### src/rtl/dct_2d_sched.sv
// Scheduler for a 2-D NxN DCT: tracks row acceptance into a ping-pong pair of
// transpose banks, drives bank writes, and sequences N-cycle column read bursts.
module dct_2d_sched #(
  parameter int N       = 16,
  parameter int ROW_LAT = 4,
  parameter int COL_LAT = 4
) (
  input  logic                 clk,
  input  logic                 rstn,
  input  logic                 in_valid,
  output logic                 in_ready,
  output logic                 wr_bank,
  output logic [1:0]           wr_en,
  output logic [1:0]           rd_en,
  output logic                 rd_sel,
  output logic                 col_first,
  output logic                 out_valid,
  output logic [$clog2(N)-1:0] out_idx,
  output logic                 block_done,
  output logic                 busy
);

  localparam int CW = $clog2(N);
  localparam logic [CW-1:0] LAST = CW'(N - 1);

  typedef enum logic {IDLE, READ} rd_state_e;

  // Acceptance side: where the next row lands and which banks are spoken for.
  logic          acc_bank_q, acc_bank_d;
  logic [CW-1:0] acc_cnt_q,  acc_cnt_d;
  logic [1:0]    resv_q,     resv_d;

  // Write side: row-DCT pipeline tracking and per-bank fill state.
  logic [ROW_LAT-1:0] row_v_q, row_b_q;
  logic [CW-1:0]      wr_cnt_q [2];
  logic [CW-1:0]      wr_cnt_d [2];
  logic [1:0]         done_q, done_d;

  // Read side.
  rd_state_e     state_q, state_d;
  logic          rd_bank_q, rd_bank_d;
  logic [CW-1:0] rd_cnt_q,  rd_cnt_d;

  // Column-DCT output tracking.
  logic [COL_LAT-1:0]         col_v_q;
  logic [COL_LAT-1:0][CW-1:0] col_idx_q;

  logic accept, acc_last, wr_fire, wr_tag, wr_last, rd_last;

  // NOTE: in_ready is gated by rstn so the handshake is closed while reset is
  // held, even though resv_q already reads as "both banks free".
  assign in_ready = rstn && !resv_q[acc_bank_q];
  assign accept   = in_valid && in_ready;
  assign acc_last = accept && (acc_cnt_q == LAST);

  assign wr_fire = row_v_q[ROW_LAT-1];
  assign wr_tag  = row_b_q[ROW_LAT-1];
  assign wr_last = wr_fire && (wr_cnt_q[wr_tag] == LAST);
  assign rd_last = (state_q == READ) && (rd_cnt_q == LAST);

  assign wr_en   = wr_fire ? (wr_tag ? 2'b10 : 2'b01) : 2'b00;
  assign wr_bank = wr_fire && wr_tag;

  // NOTE: every variable written here gets its default first, so no path can
  // leave one unassigned and infer a latch.
  always_comb begin
    acc_cnt_d  = acc_cnt_q;
    acc_bank_d = acc_bank_q;
    resv_d     = resv_q;
    done_d     = done_q;
    wr_cnt_d   = wr_cnt_q;

    if (accept) begin
      acc_cnt_d = acc_cnt_q + 1'b1;
      if (acc_last) begin
        acc_cnt_d          = '0;
        acc_bank_d         = ~acc_bank_q;
        resv_d[acc_bank_q] = 1'b1;
      end
    end

    if (wr_fire) begin
      wr_cnt_d[wr_tag] = wr_last ? '0 : wr_cnt_q[wr_tag] + 1'b1;
      if (wr_last) done_d[wr_tag] = 1'b1;
    end

    // A bank being freed is never the bank being reserved or filled this cycle.
    if (rd_last) begin
      resv_d[rd_bank_q] = 1'b0;
      done_d[rd_bank_q] = 1'b0;
    end
  end

  // Read FSM looks at done_d so a bank finishing its last write this cycle
  // starts its burst on the very next cycle, and bursts can run back-to-back.
  always_comb begin
    state_d   = state_q;
    rd_bank_d = rd_bank_q;
    rd_cnt_d  = rd_cnt_q;
    rd_en     = 2'b00;
    rd_sel    = 1'b0;
    col_first = 1'b0;

    unique case (state_q)
      IDLE: begin
        if (done_d[rd_bank_q]) state_d = READ;
      end
      READ: begin
        rd_en[rd_bank_q] = 1'b1;
        rd_sel           = rd_bank_q;
        col_first        = (rd_cnt_q == '0);
        if (rd_last) begin
          rd_cnt_d  = '0;
          rd_bank_d = ~rd_bank_q;
          state_d   = done_d[~rd_bank_q] ? READ : IDLE;
        end else begin
          rd_cnt_d = rd_cnt_q + 1'b1;
        end
      end
      default: state_d = IDLE;
    endcase
  end

  // NOTE: state registers use non-blocking assignments so every flop samples
  // the pre-edge values of the others.
  always_ff @(posedge clk or negedge rstn) begin
    if (!rstn) begin
      acc_bank_q <= 1'b0;
      acc_cnt_q  <= '0;
      resv_q     <= 2'b00;
      row_v_q    <= '0;
      row_b_q    <= '0;
      wr_cnt_q   <= '{default: '0};
      done_q     <= 2'b00;
      state_q    <= IDLE;
      rd_bank_q  <= 1'b0;
      rd_cnt_q   <= '0;
      col_v_q    <= '0;
      col_idx_q  <= '0;
    end else begin
      acc_bank_q <= acc_bank_d;
      acc_cnt_q  <= acc_cnt_d;
      resv_q     <= resv_d;
      row_v_q    <= {row_v_q[ROW_LAT-2:0], accept};
      row_b_q    <= {row_b_q[ROW_LAT-2:0], acc_bank_q};
      wr_cnt_q   <= wr_cnt_d;
      done_q     <= done_d;
      state_q    <= state_d;
      rd_bank_q  <= rd_bank_d;
      rd_cnt_q   <= rd_cnt_d;
      col_v_q    <= {col_v_q[COL_LAT-2:0], |rd_en};
      col_idx_q  <= {col_idx_q[COL_LAT-2:0], rd_cnt_q};
    end
  end

  // rd_cnt_q rests at zero outside bursts, so out_idx is zero whenever idle.
  assign out_valid  = col_v_q[COL_LAT-1];
  assign out_idx    = col_idx_q[COL_LAT-1];
  assign block_done = out_valid && (out_idx == LAST);

  assign busy = (|row_v_q) || (|col_v_q) || (state_q == READ) ||
                (|resv_q) || (acc_cnt_q != '0);

endmodule

### config.mk
export PLATFORM = sky130hd
export DESIGN_NAME = dct_2d_sched
export DESIGN_NICKNAME = d
export VERILOG_FILES = /design/src/rtl/dct_2d_sched.sv
export SDC_FILE = /design/constraint.sdc
export NUM_CORES = 1
export LEC_CHECK = 0
export CAP_MARGIN = 20
export CORE_ASPECT_RATIO = 1.1
export CORE_UTILIZATION = 42
export DETAILED_ROUTE_END_ITERATION = 8
export HOLD_SLACK_MARGIN = 0.12
export PLACE_DENSITY = 0.6
export RECOVER_POWER = 25
export SYNTH_ARGS = -nofsm -noshare
export SYNTH_HDL_FRONTEND = slang
export SYNTH_SLANG_ARGS = --single-unit
### constraint.sdc
create_clock -name clk -period 1.9 [get_ports clk]
set_input_delay 0.38 -clock clk [delete_from_list [all_inputs] [get_ports clk]]
set_output_delay 0.38 -clock clk [all_outputs]
set_load 0.02 [all_outputs]
==> impl_results.md <==
- Outcome: completed
- Crit-path cells: mux2i_1, and2_2, dlygate4sd2_1
- Vias per cell: 5.05
- WHS: 0.347 ns
- Synth Register Bits: 51
- Post-synthesis xor/xnor area fraction: 0.0306
- Total number of vias: 1,263
- Root buf cell: clkbuf_8
- Reg clk slew, reported paths: 0.09 ns
- Worst Path Buf+Inv: 1
- Critical Path Source Type: flip-flop
- Total congestion overflow: 0
- Crit-path slowest cell: dfrtp_1
- CP Class: flip-flop to output pin
- Synth top area cells: dfrtp_1 64%, nand2_1 4.3%, ha_1 3.1%, buf_4 2.6%, xnor2_1 2.6%
- RSZ-0062 raised after global routing: false
- Cell family with most CP delay: flip-flops
- Mapped cell area: 2000 sq um
- CTS sink count: 51
- Gp weighted congestion: 0.801
- Crit-path max FO: 3
- Syn. warnings: 0
- Worst IR drop on VDD: 0.683 mV
- Post-synth EDFFs: 0
- Crit path arrival time: 1.41 ns
- Power, Total: 0.00343 W
- Post-CTS Setup Repair Bufs: 0
- Slew Limit Fails: 0
- Post-detailed-route count of antenna-violating nets: 0
- Worst-Skew Late Latency: 0.30 ns
- Wire per inst: 13.7 um
- Req. time, crit path: 1.52 ns
- Worst Setup End Kind: output pin
- Simple-gate share of the synthesized area: 0.144
- Seq/Total Area, Yosys: 0.637
- TritonCTS clock tree: built
- CTS Buf Count: 5
- Design area: 2340 sq um
- Count leader, synth: dfrtp_1
- Netlist cell types: 37
- Leading area contributor after synthesis: dfrtp_1
- CP peak stage delay: 0.43 ns
- Synth Instances: 166
- Fraction of layout instances using a drive strength above 1: 0.158
- Initial Utilization: 0.451
- Min-delay src: col_idx_q[5]
- Max-cap violation count: 0
- # fillers: 408
- Core area: 4440 sq um
- Worst slew pin tran: 0.466 ns
- DP Wirelength: 2520 um
- Nets: 203
- Die footprint: 5050 sq um
- Setup TNS: 0 ns
- Fin crit share: 0.943
- Post-Synth Adder-Cell Area: 0.0312
- Initial antenna violation count: 0
- Htree depth: 2
- Leak Pwr: 1.14 nW
- Hold Vio Cnt, Final: 0
- Die Wd: 67.8 um
- Tmin final: 1.79 ns
- # rows: 25
- Clock Skews: 0.00598 ns
- Final WS setup: 0.108 ns
- Top cells by count, synth: 51 x dfrtp_1, 23 x nand2_1, 11 x nor2_1
- Total wire length: 3420 um
- R2R Path Start: row_b_q[3]
- Pin count of the biggest net entering global routing: 39
- PortBufs: 17
- Relative slew slack: 0.689
- I/O pin cnt: 18
- Vias in the first global route: 1,254
- Setup WS pre-CTS: -0.0101 ns
- Share of the synthesized area in the top cell type: 0.637
- Largest family of logic cells by synthesized area: simple AND/OR/NAND/NOR gates
- Crit. Startpoint: resv_q[0]
- Synth Area per Inst: 12.1 sq um
- Synth Area in Compound Gates: 0.0725
- CTS Buffer Depth: 2
- Max Freq: 558 MHz
- Ant. Diodes: 0
- Mux contribution to synthesized area: 0.0287
- Area delta synth->final: 16.7%
- First-pass GRT wire length: 5950 um
- TritonRoute pass-1 iters: 4
- Post-synth top flop: dfrtp_1
- Syn Nets: 174
- Post-synth ARST share: 1.00
- Die Y: 74.4 um
- Global Route Usage Sum: 0.166
- Initial DRC count: 89
- Worst hold path class: flip-flop to flip-flop
- Area of placed instances: 2270 sq um
- Final setup fails: 0
- Pwr/cell area: 1470 nW/um^2
- DRC viols: 0
through the flow:
stage          instances  utilization
2_1_floorplan        166            -
3_3_place_gp         241        0.510
3_5_place_dp         241        0.510
4_1_cts              250        0.532
5_1_grt              250        0.526
6_report             250        0.526
metal layers:
| metal | part of all wire | vias to the layer above | track usage | routed length [um] |
|---|---|---|---|---|
| li1 | - | 611 | - | - |
| met1 | 0.52 | 625 | 0.239 | 1760 |
| met2 | 0.43 | 23 | 0.229 | 1470 |
| met3 | 0.037 | 4 | 0.0460 | 127 |
| met4 | 0.020 | 0 | 0.0833 | 67 |
| met5 | 0 | - | 0 | 0 |
layout by cell type (no fill, tap or decap), types with 6 or more instances in the layout:
master and n:
dfrtp_1 49, nand2_1 23, nor2_1 11, buf_4 11
inv_1 8, o21ai_0 8, dlygate4sd2_1 7, xnor2_1 6
clkdlybuf4s50_1 6
timing repair:
item / in CTS / in global routing
hold buffers: 1 / 0
endpoints found under the setup margin: 9 / 4
pin swaps: 0 / 0
endpoints found under the hold margin: 13 / 0
gates cloned: 0 / 0
gates resized for setup: 14 / 5
where the power goes:
part	internal [W]	total [W]	switching, W	leakage, nW
clock	0.000258	0.000595	0.000337	0.0412
combinational	0.000521	0.00109	0.000567	0.440
sequential	0.00149	0.00175	0.000262	0.658
total	0.00227	0.00343	0.00117	1.14
worst paths after layout:
| check | slack, ns | to | cells after the start |
|---|---|---|---|
| hold reg to reg | 0.35 | col_idx_q[9] | 0 |
| setup / recovery | 0.11 | in_ready | 3 |
| setup reg to reg | 0.15 | wr_cnt_q[7] | 6 |
| min in group asynchronous | 0.61 | col_v_q[0] | 3 |
| max in group asynchronous | 0.56 | row_b_q[3] | 4 |
| hold / removal | 0.35 | col_idx_q[9] | 0 |
logic make-up after synthesis:
kind of cell | Yosys count
adders and majority gates | 5
AOI/OAI and AO/OA | 23
muxes | 5
DFF | 51
buffers and inverters | 19
and+or+nand+nor | 56
xor gates and xnor gates | 7
layout make-up:
class	count	area, sq um	area share
multi-input cells	96	621	0.265
flip-flops and latches	51	1280	0.547
well taps	54	67.6	0.0289
clock inverters	2	12.5	0.00535
clock buffers	6	72.6	0.0310
inverters	8	30.0	0.0128
repair buffers	33	256	0.110
registers in the layout (all words and copies together), names as in the netlist, 4 cells and up:
| register | flops |
|---|---|
| col_idx_q | 12 |
| acc_cnt_q | 4 |
| rd_cnt_q | 4 |
| wr_cnt_q | 8 |
| out_idx | 4 |
| row_v_q | 4 |
| col_v_q | 4 |
| row_b_q | 4 |
Power figures use the tool's default switching activity.
